[config.mk]
export PLATFORM = sky130hd
export DESIGN_NAME = serial_frame_receiver_flat
export DESIGN_NICKNAME = d
export VERILOG_FILES = /design/src/rtl/serial_frame_receiver_if.sv /design/src/rtl/serial_frame_receiver.sv /design/src/flat_wrapper.sv
export SDC_FILE = /design/constraint.sdc
export NUM_CORES = 2
export LEC_CHECK = 0
export CAP_MARGIN = 20
export CORE_MARGIN = 4
export CORE_UTILIZATION = 50
export CTS_BUF_LIST = sky130_fd_sc_hd__clkbuf_16
export DETAILED_ROUTE_END_ITERATION = 12
export PLACE_DENSITY = 0.74
export SLEW_MARGIN = 30
export SYNTH_ARGS = -nofsm -noshare
export SYNTH_HDL_FRONTEND = slang
export SYNTH_SLANG_ARGS = --single-unit
[constraint.sdc]
create_clock -name clock -period 2.7 [get_ports clock]
set_clock_uncertainty 0.05 [all_clocks]
set_input_delay 0.54 -clock clock [delete_from_list [all_inputs] [get_ports clock]]
set_output_delay 0.54 -clock clock [all_outputs]
set_load 0.1 [all_outputs]
[src/rtl/serial_frame_receiver_if.sv]
// ---------------------------------------------------------------------------
// serial_frame_receiver_if
//   Groups the byte stream from the UART receiver with the committed
//   game-state outputs of serial_frame_receiver.
//   master : byte source / data consumer (drives rx_*, observes results)
//   slave  : serial_frame_receiver (consumes rx_*, drives results)
//   Signals:
//     rx_data[7:0], rx_valid            received byte + 1-cycle strobe
//     D0, D1, D2 [7:0]                  committed data bytes
//     map_obstacles, map_objectives     committed maps, MAP_BYTES*8 bits each
//     frame_valid, frame_error          1-cycle commit / abort pulses
//     busy, db_state[2:0]               frame in progress, FSM state
// ---------------------------------------------------------------------------
interface serial_frame_receiver_if #(
  parameter int unsigned MAP_BYTES = 64
);
  localparam int unsigned MAP_W = MAP_BYTES * 8;

  logic [7:0]       rx_data;
  logic             rx_valid;
  logic [7:0]       D0;
  logic [7:0]       D1;
  logic [7:0]       D2;
  logic [MAP_W-1:0] map_obstacles;
  logic [MAP_W-1:0] map_objectives;
  logic             frame_valid;
  logic             frame_error;
  logic             busy;
  logic [2:0]       db_state;

  modport master (
    output rx_data, rx_valid,
    input  D0, D1, D2, map_obstacles, map_objectives,
    input  frame_valid, frame_error, busy, db_state
  );

  modport slave (
    input  rx_data, rx_valid,
    output D0, D1, D2, map_obstacles, map_objectives,
    output frame_valid, frame_error, busy, db_state
  );
endinterface

[src/rtl/serial_frame_receiver.sv]
// ---------------------------------------------------------------------------
// serial_frame_receiver
//   Receives the positional game-state frame
//     START, D0, D1, D2, MAP_BYTES obstacle bytes, MAP_BYTES objective bytes, END
//   from a UART byte stream into shadow registers and commits all of them to
//   the outputs in one cycle only when the trailing byte equals END_BYTE.
//   Ports:
//     clock    rising-edge system clock
//     reset_n  asynchronous active-low reset (discards any partial frame)
//     bus      serial_frame_receiver_if.slave (byte input, committed outputs)
//   Optional feature (macro FRAME_TIMEOUT_EN): abort a frame after
//   TIMEOUT_CYCLES consecutive cycles without rx_valid while busy.
// ---------------------------------------------------------------------------
module serial_frame_receiver #(
  parameter logic [7:0]  START_BYTE = 8'hFF,
  parameter logic [7:0]  END_BYTE   = 8'hFE,
  parameter int unsigned MAP_BYTES  = 64
`ifdef FRAME_TIMEOUT_EN
  , parameter int unsigned TIMEOUT_CYCLES = 50000
`endif
) (
  input  logic                    clock,
  input  logic                    reset_n,
  serial_frame_receiver_if.slave  bus
);

  localparam int unsigned MAP_W = MAP_BYTES * 8;
  // Counter must reach both the last header index (2) and MAP_BYTES-1.
  localparam int unsigned CNT_W = (MAP_BYTES > 4) ? $clog2(MAP_BYTES) : 2;
  localparam int unsigned IDX_W = CNT_W + 3;
  localparam logic [CNT_W-1:0] LAST_HDR = CNT_W'(2);
  localparam logic [CNT_W-1:0] LAST_MAP = CNT_W'(MAP_BYTES - 1);

  typedef enum logic [2:0] {
    ST_IDLE   = 3'd0,
    ST_HEADER = 3'd1,
    ST_OBST   = 3'd2,
    ST_OBJ    = 3'd3,
    ST_TAIL   = 3'd4
  } state_e;

  state_e           state_q, state_d;
  logic [CNT_W-1:0] cnt_q, cnt_d;

  // Shadow registers filled while the frame streams in
  logic [7:0]       shd0_q, shd0_d;
  logic [7:0]       shd1_q, shd1_d;
  logic [7:0]       shd2_q, shd2_d;
  logic [MAP_W-1:0] shd_obs_q, shd_obs_d;
  logic [MAP_W-1:0] shd_obj_q, shd_obj_d;

  // Committed outputs
  logic [7:0]       d0_q, d0_d;
  logic [7:0]       d1_q, d1_d;
  logic [7:0]       d2_q, d2_d;
  logic [MAP_W-1:0] obs_q, obs_d;
  logic [MAP_W-1:0] obj_q, obj_d;
  logic             fv_q, fv_d;
  logic             fe_q, fe_d;

  // Bit offset of the current map byte; first byte received lands at the LSB
  logic [IDX_W-1:0] bit_idx_c;
  assign bit_idx_c = {cnt_q, 3'b000};

  logic rx_valid;
  logic [7:0] rx_data;
  assign rx_valid = bus.rx_valid;
  assign rx_data  = bus.rx_data;

  // Mid-frame inactivity abort
  logic abort_c;
`ifdef FRAME_TIMEOUT_EN
  localparam int unsigned TMO_W = $clog2(TIMEOUT_CYCLES + 1);
  localparam logic [TMO_W-1:0] TMO_LAST = TMO_W'(TIMEOUT_CYCLES - 1);

  logic [TMO_W-1:0] tmo_q, tmo_d;

  // Abort on the TIMEOUT_CYCLES-th consecutive idle cycle of a frame
  assign abort_c = (state_q != ST_IDLE) && !rx_valid && (tmo_q == TMO_LAST);

  // Cleared by every byte, held at zero in IDLE and after an abort
  always_comb begin
    tmo_d = tmo_q + TMO_W'(1);
    if ((state_q == ST_IDLE) || rx_valid || abort_c) begin
      tmo_d = '0;
    end
  end

  always_ff @(posedge clock or negedge reset_n) begin
    if (!reset_n) begin
      tmo_q <= '0;
    end else begin
      tmo_q <= tmo_d;
    end
  end
`else
  assign abort_c = 1'b0;
`endif

  // Next-state, shadow fill and commit logic
  always_comb begin
    state_d   = state_q;
    cnt_d     = cnt_q;
    shd0_d    = shd0_q;
    shd1_d    = shd1_q;
    shd2_d    = shd2_q;
    shd_obs_d = shd_obs_q;
    shd_obj_d = shd_obj_q;
    d0_d      = d0_q;
    d1_d      = d1_q;
    d2_d      = d2_q;
    obs_d     = obs_q;
    obj_d     = obj_q;
    fv_d      = 1'b0;
    fe_d      = 1'b0;

    unique case (state_q)
      ST_IDLE: begin
        // Anything other than the start marker is dropped to resync
        if (rx_valid && (rx_data == START_BYTE)) begin
          state_d = ST_HEADER;
          cnt_d   = '0;
        end
      end

      ST_HEADER: begin
        if (rx_valid) begin
          case (cnt_q[1:0])
            2'd0:    shd0_d = rx_data;
            2'd1:    shd1_d = rx_data;
            default: shd2_d = rx_data;
          endcase
          if (cnt_q == LAST_HDR) begin
            state_d = ST_OBST;
            cnt_d   = '0;
          end else begin
            cnt_d = cnt_q + CNT_W'(1);
          end
        end
      end

      ST_OBST: begin
        if (rx_valid) begin
          shd_obs_d[bit_idx_c +: 8] = rx_data;
          if (cnt_q == LAST_MAP) begin
            state_d = ST_OBJ;
            cnt_d   = '0;
          end else begin
            cnt_d = cnt_q + CNT_W'(1);
          end
        end
      end

      ST_OBJ: begin
        if (rx_valid) begin
          shd_obj_d[bit_idx_c +: 8] = rx_data;
          if (cnt_q == LAST_MAP) begin
            state_d = ST_TAIL;
            cnt_d   = '0;
          end else begin
            cnt_d = cnt_q + CNT_W'(1);
          end
        end
      end

      ST_TAIL: begin
        if (rx_valid) begin
          state_d = ST_IDLE;
          if (rx_data == END_BYTE) begin
            // Whole frame is good: publish every shadow register together
            d0_d  = shd0_q;
            d1_d  = shd1_q;
            d2_d  = shd2_q;
            obs_d = shd_obs_q;
            obj_d = shd_obj_q;
            fv_d  = 1'b1;
          end else begin
            fe_d = 1'b1;
          end
        end
      end

      default: begin
        state_d = ST_IDLE;
        cnt_d   = '0;
      end
    endcase

    if (abort_c) begin
      state_d = ST_IDLE;
      cnt_d   = '0;
      fe_d    = 1'b1;
    end
  end

  // State, shadow and output registers
  always_ff @(posedge clock or negedge reset_n) begin
    if (!reset_n) begin
      state_q   <= ST_IDLE;
      cnt_q     <= '0;
      shd0_q    <= '0;
      shd1_q    <= '0;
      shd2_q    <= '0;
      shd_obs_q <= '0;
      shd_obj_q <= '0;
      d0_q      <= '0;
      d1_q      <= '0;
      d2_q      <= '0;
      obs_q     <= '0;
      obj_q     <= '0;
      fv_q      <= 1'b0;
      fe_q      <= 1'b0;
    end else begin
      state_q   <= state_d;
      cnt_q     <= cnt_d;
      shd0_q    <= shd0_d;
      shd1_q    <= shd1_d;
      shd2_q    <= shd2_d;
      shd_obs_q <= shd_obs_d;
      shd_obj_q <= shd_obj_d;
      d0_q      <= d0_d;
      d1_q      <= d1_d;
      d2_q      <= d2_d;
      obs_q     <= obs_d;
      obj_q     <= obj_d;
      fv_q      <= fv_d;
      fe_q      <= fe_d;
    end
  end

  assign bus.D0             = d0_q;
  assign bus.D1             = d1_q;
  assign bus.D2             = d2_q;
  assign bus.map_obstacles  = obs_q;
  assign bus.map_objectives = obj_q;
  assign bus.frame_valid    = fv_q;
  assign bus.frame_error    = fe_q;
  assign bus.busy           = (state_q != ST_IDLE);
  assign bus.db_state       = state_q;

endmodule

[src/flat_wrapper.sv]
// flat-port wrapper written by rule: the top's interface ports become plain ports
module serial_frame_receiver_flat 
#(
  parameter logic [7:0]  START_BYTE = 8'hFF,
  parameter logic [7:0]  END_BYTE   = 8'hFE,
  parameter int unsigned MAP_BYTES  = 64

)
  (clock, reset_n, bus_rx_data, bus_rx_valid, bus_D0, bus_D1, bus_D2, bus_map_obstacles, bus_map_objectives, bus_frame_valid, bus_frame_error, bus_busy, bus_db_state);
  serial_frame_receiver_if #(.MAP_BYTES(MAP_BYTES)) bus_i ();
  input  logic clock;
  input  logic reset_n;
  input wire logic [$bits(bus_i.rx_data)-1:0] bus_rx_data;
  input wire logic [$bits(bus_i.rx_valid)-1:0] bus_rx_valid;
  output wire logic [$bits(bus_i.D0)-1:0] bus_D0;
  output wire logic [$bits(bus_i.D1)-1:0] bus_D1;
  output wire logic [$bits(bus_i.D2)-1:0] bus_D2;
  output wire logic [$bits(bus_i.map_obstacles)-1:0] bus_map_obstacles;
  output wire logic [$bits(bus_i.map_objectives)-1:0] bus_map_objectives;
  output wire logic [$bits(bus_i.frame_valid)-1:0] bus_frame_valid;
  output wire logic [$bits(bus_i.frame_error)-1:0] bus_frame_error;
  output wire logic [$bits(bus_i.busy)-1:0] bus_busy;
  output wire logic [$bits(bus_i.db_state)-1:0] bus_db_state;
  assign bus_i.rx_data = bus_rx_data;
  assign bus_i.rx_valid = bus_rx_valid;
  assign bus_D0 = bus_i.D0;
  assign bus_D1 = bus_i.D1;
  assign bus_D2 = bus_i.D2;
  assign bus_map_obstacles = bus_i.map_obstacles;
  assign bus_map_objectives = bus_i.map_objectives;
  assign bus_frame_valid = bus_i.frame_valid;
  assign bus_frame_error = bus_i.frame_error;
  assign bus_busy = bus_i.busy;
  assign bus_db_state = bus_i.db_state;
  serial_frame_receiver #(.START_BYTE(START_BYTE), .END_BYTE(END_BYTE), .MAP_BYTES(MAP_BYTES)) u_core (.clock(clock), .reset_n(reset_n), .bus(bus_i));
endmodule
# Yosys cells after proc, flatten, opt, wreduce, memory -nomap -nowiden
# Index checks and enable logic that the tools add are counted.
# W data, S select, Z words.
[totals]
input_bits = 11
ff_bits = 2107
output_inout_bits = 1054
word_cells = 75
[classes]
reduce_logical = 14
n_shift = 2
n_mux = 23
eq_ne = 18
addsub = 2
bitwise = 2
[ops]
columns = ["cell", "count"]
rows = [
  ["$bwmux W512", 2],
  ["$shift A8 B11 Y512 const A", 1],
  ["$shiftx A8 B11 Y512", 1],
  ["$mux W6", 5],
  ["$mux W3", 8],
  ["$pmux W6 S4", 1],
  ["$eq A8 B8 Y1 const B", 2],
  ["$pmux W3 S5", 1],
  ["$reduce_and A3 Y1", 4],
  ["$neg A9 Y11", 1],
  ["$ne A2 B1 Y1 const B", 5],
  ["$ne A2 B2 Y1 const B", 4],
  ["$reduce_and A8 Y1", 1],
  ["$add A6 B1 Y6 const B", 1],
  ["$eq A3 B2 Y1 const B", 2],
  ["$eq A6 B2 Y1 const B", 1],
  ["$eq A6 B6 Y1 const B", 1],
  ["$mux W1", 6],
  ["$reduce_and A2 Y1", 2],
  ["$reduce_and A4 Y1", 1],
  ["$reduce_or A2 Y1", 2],
  ["$eq A3 B1 Y1 const B", 1],
  ["$eq A3 B3 Y1 const B", 1],
  ["$logic_not A3 Y1", 1],
  ["5 further kinds", 6],
]

# Longest topological paths before layout
[depth]
word_depth = 4
depth_mapped = 12
mapped_depth_nobuf = 7

# Worst setup path before layout
# Ideal clock, no wire load.
[synth_path]
kind = "register to register"
startpoint = "reg u_core.cnt_q[0]"
endpoint = "reg u_core.shd_obs_q[408]"
setup_time_ns = 0.125
arrival_time_ns = 2.696
required_time_ns = 2.525
setup_slack_ns = -0.171
synth_period_minus_slack_ns = 2.871
path_buffers = 3
stages_incl_launch_ff = 11
cell_sequence = "dfrtp_1 buf_2 buf_2 inv_1 ha_1 nor3b_4 xnor2_2 o211ai_2 buf_4 nor2_2 mux2_2"
[synth_via]
elab_chain_len = 3
elab_cells_between_ends = 4
cone_classes = "add/sub: 1; shift: 2; mux: 1"
[synth_rtl]
columns = ["element", "line", "source"]
rows = [
  ["start: declaration", "serial_frame_receiver.sv:43", "logic [CNT_W-1:0] cnt_q, cnt_d;"],
  ["start signal: assignment", "serial_frame_receiver.sv:215", "cnt_q <= cnt_d;"],
  ["$neg A9 Y11 (*)", "serial_frame_receiver.sv:144", "shd_obs_d[bit_idx_c +: 8] = rx_data;"],
  ["$shiftx A8 B11 Y512 or $shift A8 B11 Y512 (tied branches)", "serial_frame_receiver.sv:144", ""],
  ["$bwmux W512 (*)", "serial_frame_receiver.sv:144", ""],
  ["end signal: assignment", "serial_frame_receiver.sv:219", "shd_obs_q <= shd_obs_d;"],
  ["end: declaration", "serial_frame_receiver.sv:49", "logic [MAP_W-1:0] shd_obs_q, shd_obs_d;"],
]
# Mark *: on every way between the ends. The rest lies on a longest branch, timed or not.
# A chain may end at the register's enable or synchronous reset.

# Worst setup path in the final report
[layout_path]
startpoint = "reg u_core.cnt_q[2]"
endpoint = "reg u_core.shd_obs_q[75]"
# Same word-level chain as after synthesis.

==> flow_summary.json <==
{
  "status": "finished clean",
  "die-width_um": 411.4,
  "fmax_mhz": 374.9,
  "hpwl_mm": 184.4,
  "worstHoldPathCells": 3,
  "fp.coreArea_um2": 161100,
  "whs_ns": 0.1298,
  "synthToLayoutAreaGrowth_pct": 26.74,
  "synth_ff_type": "dfrtp_1",
  "rows": 147,
  "hp-class": "primary input to register",
  "synth.top_cell.area_share_pct": 64.79,
  "die_h_um": 411.4,
  "numPortBuffers": 1064,
  "grt_start_max_net_pins": 117,
  "max-clock-path-buffers": 3,
  "cp.arrival_ns": 3.30,
  "track_usage_pct": 29.76,
  "synth_seq_cells": 2107,
  "crit_type": "register to register",
  "fill_cells": 11860,
  "synth.area.top_cells": "dfrtp_1 65%, mux2_2 28%, buf_4 0.74%",
  "yosysUniqueCellTypes": 71,
  "syn_nets": 5174,
  "rrSetupSlack_ns": 0.03,
  "overflow": 0,
  "cts_sinks": 2107,
  "setup_violations": 0,
  "cap_violations": 0,
  "fin_util_pct": 64.02,
  "maxSlewHeadroom_pct": 40.36,
  "drt-total-wl_mm": 254.0,
  "path_max_fanout": 13,
  "insertion_delay_ns": 0.83,
  "synth-edff-count": 0,
  "drc": 0,
  "synth_cells": 5158,
  "yosysSeqAreaShare_pct": 64.79,
  "grt_pass1_wl_mm": 367.5,
  "initial_utilization_pct": 50.51,
  "clockRootBuffer": "clkbuf_16",
  "final.period_utilization_pct": 98.79,
  "slew_violations": 0,
  "via_count": 49720,
  "avgSynthCellArea_um2": 15.78,
  "fin_area_um2": 103100,
  "p_leak_nw": 53.63,
  "power_mw": 71.05,
  "irDropWorstVdd_mv": 0.9067,
  "fin_setup_tns_ns": 0,
  "gp_congestion": 0.8801,
  "syn-cell-area_um2": 81380,
  "hold_violations": 0,
  "critPathCaptureType": "register",
  "htreeDepth": 4,
  "vias_per_cell": 5.564,
  "startpoint_type": "register",
  "firstDrtPassIters": 7,
  "ys_warn_count": 0,
  "nNetsFinal": 6610,
  "antenna_left": 0,
  "cts_tree": "yes",
  "synth_area_leader_cell": "dfrtp_1",
  "drt_iter0_markers": 3327,
  "numCtsBuffers": 207,
  "antenna_found_initial": 9,
  "tightest_slew_ns": 0.8913,
  "reg2regPathDepth": 10,
  "power.density_nw_per_um2": 688.9,
  "min_period_ns": 2.667,
  "grt_pass1_vias": 52460,
  "top_level_ports": 1065,
  "rsz0062_at_grt": "no",
  "clk_pin_slew_worst_paths_ns": 0.06,
  "ys_async_sr_fraction_pct": 100.0,
  "die_area_um2": 169300,
  "required_ns": 3.33,
  "placed_cell_area_um2": 96340,
  "wl_per_cell_um": 28.43,
  "final_layout_size_suffix_gt1_share_pct": 58.04
}
[flip-flops by register name, summed over array words and instances, names as in the netlist, 8 cells and up]
register	count
u_core.bus.D1	8
u_core.shd0_q	8
u_core.bus.D2	8
u_core.shd_obs_q	512
u_core.shd_obj_q	512
u_core.bus.map_objectives	512
u_core.bus.map_obstacles	512
u_core.bus.D0	8
u_core.shd1_q	8
u_core.shd2_q	8
[path summary, 6_finish.rpt]
path,startpoint,endpoint
hold / removal,bus_rx_data[0],u_core.bus.frame_error$_DFF_PN0_
max in group asynchronous,reset_n,u_core.shd_obs_q[256]$_DFFE_PN0P_
setup reg to reg,u_core.cnt_q[2]$_DFFE_PN0P_,u_core.shd_obs_q[75]$_DFFE_PN0P_
hold reg to reg,u_core.shd_obs_q[353]$_DFFE_PN0P_,u_core.bus.map_obstacles[353]$_DFFE_PN0P_
setup / recovery,u_core.cnt_q[2]$_DFFE_PN0P_,u_core.shd_obs_q[75]$_DFFE_PN0P_
min in group asynchronous,reset_n,u_core.bus.map_objectives[90]$_DFFE_PN0P_
[metal layers]
metal  share of wire [%]  wire length [um]  global-route usage, %  up-vias
li1                    -                 -                      -    21130
met1                  40            100900                  37.80    26380
met2                  47            120500                  47.89     1698
met3                 6.8             17390                  7.065      503
met4                 6.0             15240                  15.19        2
met5              0.0051                13                      0        -
[stage by stage]
stage / setup WS, ns / std cells
finish: 0.03264 / 8935
global route: 0.0004872 / 8932
CTS: 0.002676 / 8927
detailed placement: -0.5778 / 8535
global placement: -0.5444 / 8535
floorplan: 0.004167 / 5158
[logic make-up after synthesis]
kind of cell | Yosys count | synth area share [%]
buffers and inverters | 276 | 1.790
adders and majority gates | 5 | 0.07688
and+or+nand+nor | 524 | 3.536
muxes | 2026 | 28.11
DFF | 2107 | 64.79
AOI/OAI and AO/OA | 212 | 1.594
xor gates and xnor gates | 8 | 0.1045
[where the power goes]
group	total (mW)	internal (mW)	switching, mW
combinational	9.38	3.49	5.89
clock	27.6	15.3	12.4
sequential	34.1	33.1	0.930
[repair_timing]
item,in CTS,in global routing
pin swaps,4,5
gates resized for setup,18,37
hold endpoints to repair,70,0
hold buffers,1,0
buffers inserted,6,3
endpoints found under the setup margin,212,267
[cell type report]
type | count | area, um^2 | area share, %
Timing Repair Buffer | 1498 | 13670 | 13.26
Multi-Input combinational cell | 2775 | 27530 | 26.69
Sequential cell | 2107 | 52730 | 51.12
Antenna cell | 5 | 12.51 | 0.01213
Inverter | 5 | 21.27 | 0.02062
Clock inverter | 175 | 1221 | 1.184
Tap cell | 2160 | 2703 | 2.620
Clock buffer | 210 | 5255 | 5.095
[placed cells by master, fill, tap and decap left out, types with 6 or more instances in the layout]
cell type,n
dfrtp_1,2104
mux2_2,1987
buf_4,1299
clkbuf_16,210
buf_12,190
nor2_1,138
o21ai_0,114
nand2_1,80
inv_1,62
clkinv_1,60
nor2_2,54
and3_1,51
and2_1,49
o31ai_1,39
nor2_4,31
clkinv_2,25
mux2_1,20
mux2_4,18
nand3_1,15
nor3_2,12
or2_1,12
bufinv_16,12
nor3_1,11
or2_2,10
nand4_1,10
or2_4,8
inv_6,8
o21ai_2,6
a21oi_1,6
nand2b_1,6
o21ai_4,6
[worst max-delay path, stage by stage (launching register included)]
cell     delay, ns
dfrtp_1       0.47
buf_12        0.20
nor3b_4       0.22
buf_12        0.17
xnor2_4       0.15
nand4_1       0.29
buf_6         0.24
buf_12        0.14
nor2_4        0.12
buf_12        0.14
mux2_2        0.33
[cells in the mapped netlist (all sizes together) (3+ instances only)]
cell type,number
dfrtp,2107
mux2,2025
nor2,223
buf,168
o21ai,130
clkbuf,103
nand2,81
and2,51
and3,51
o31ai,41
or2,31
nor3,25
nand3,20
nand4,10
a21oi,8
nand2b,6
o211ai,6
xnor2,6
ha,5
inv,5
nor2b,5
o21a,5
a31oi,4
nand3b,4
nor3b,4
or3,4
a211oi,3
o22ai,3
Power figures use the tool's default switching activity.
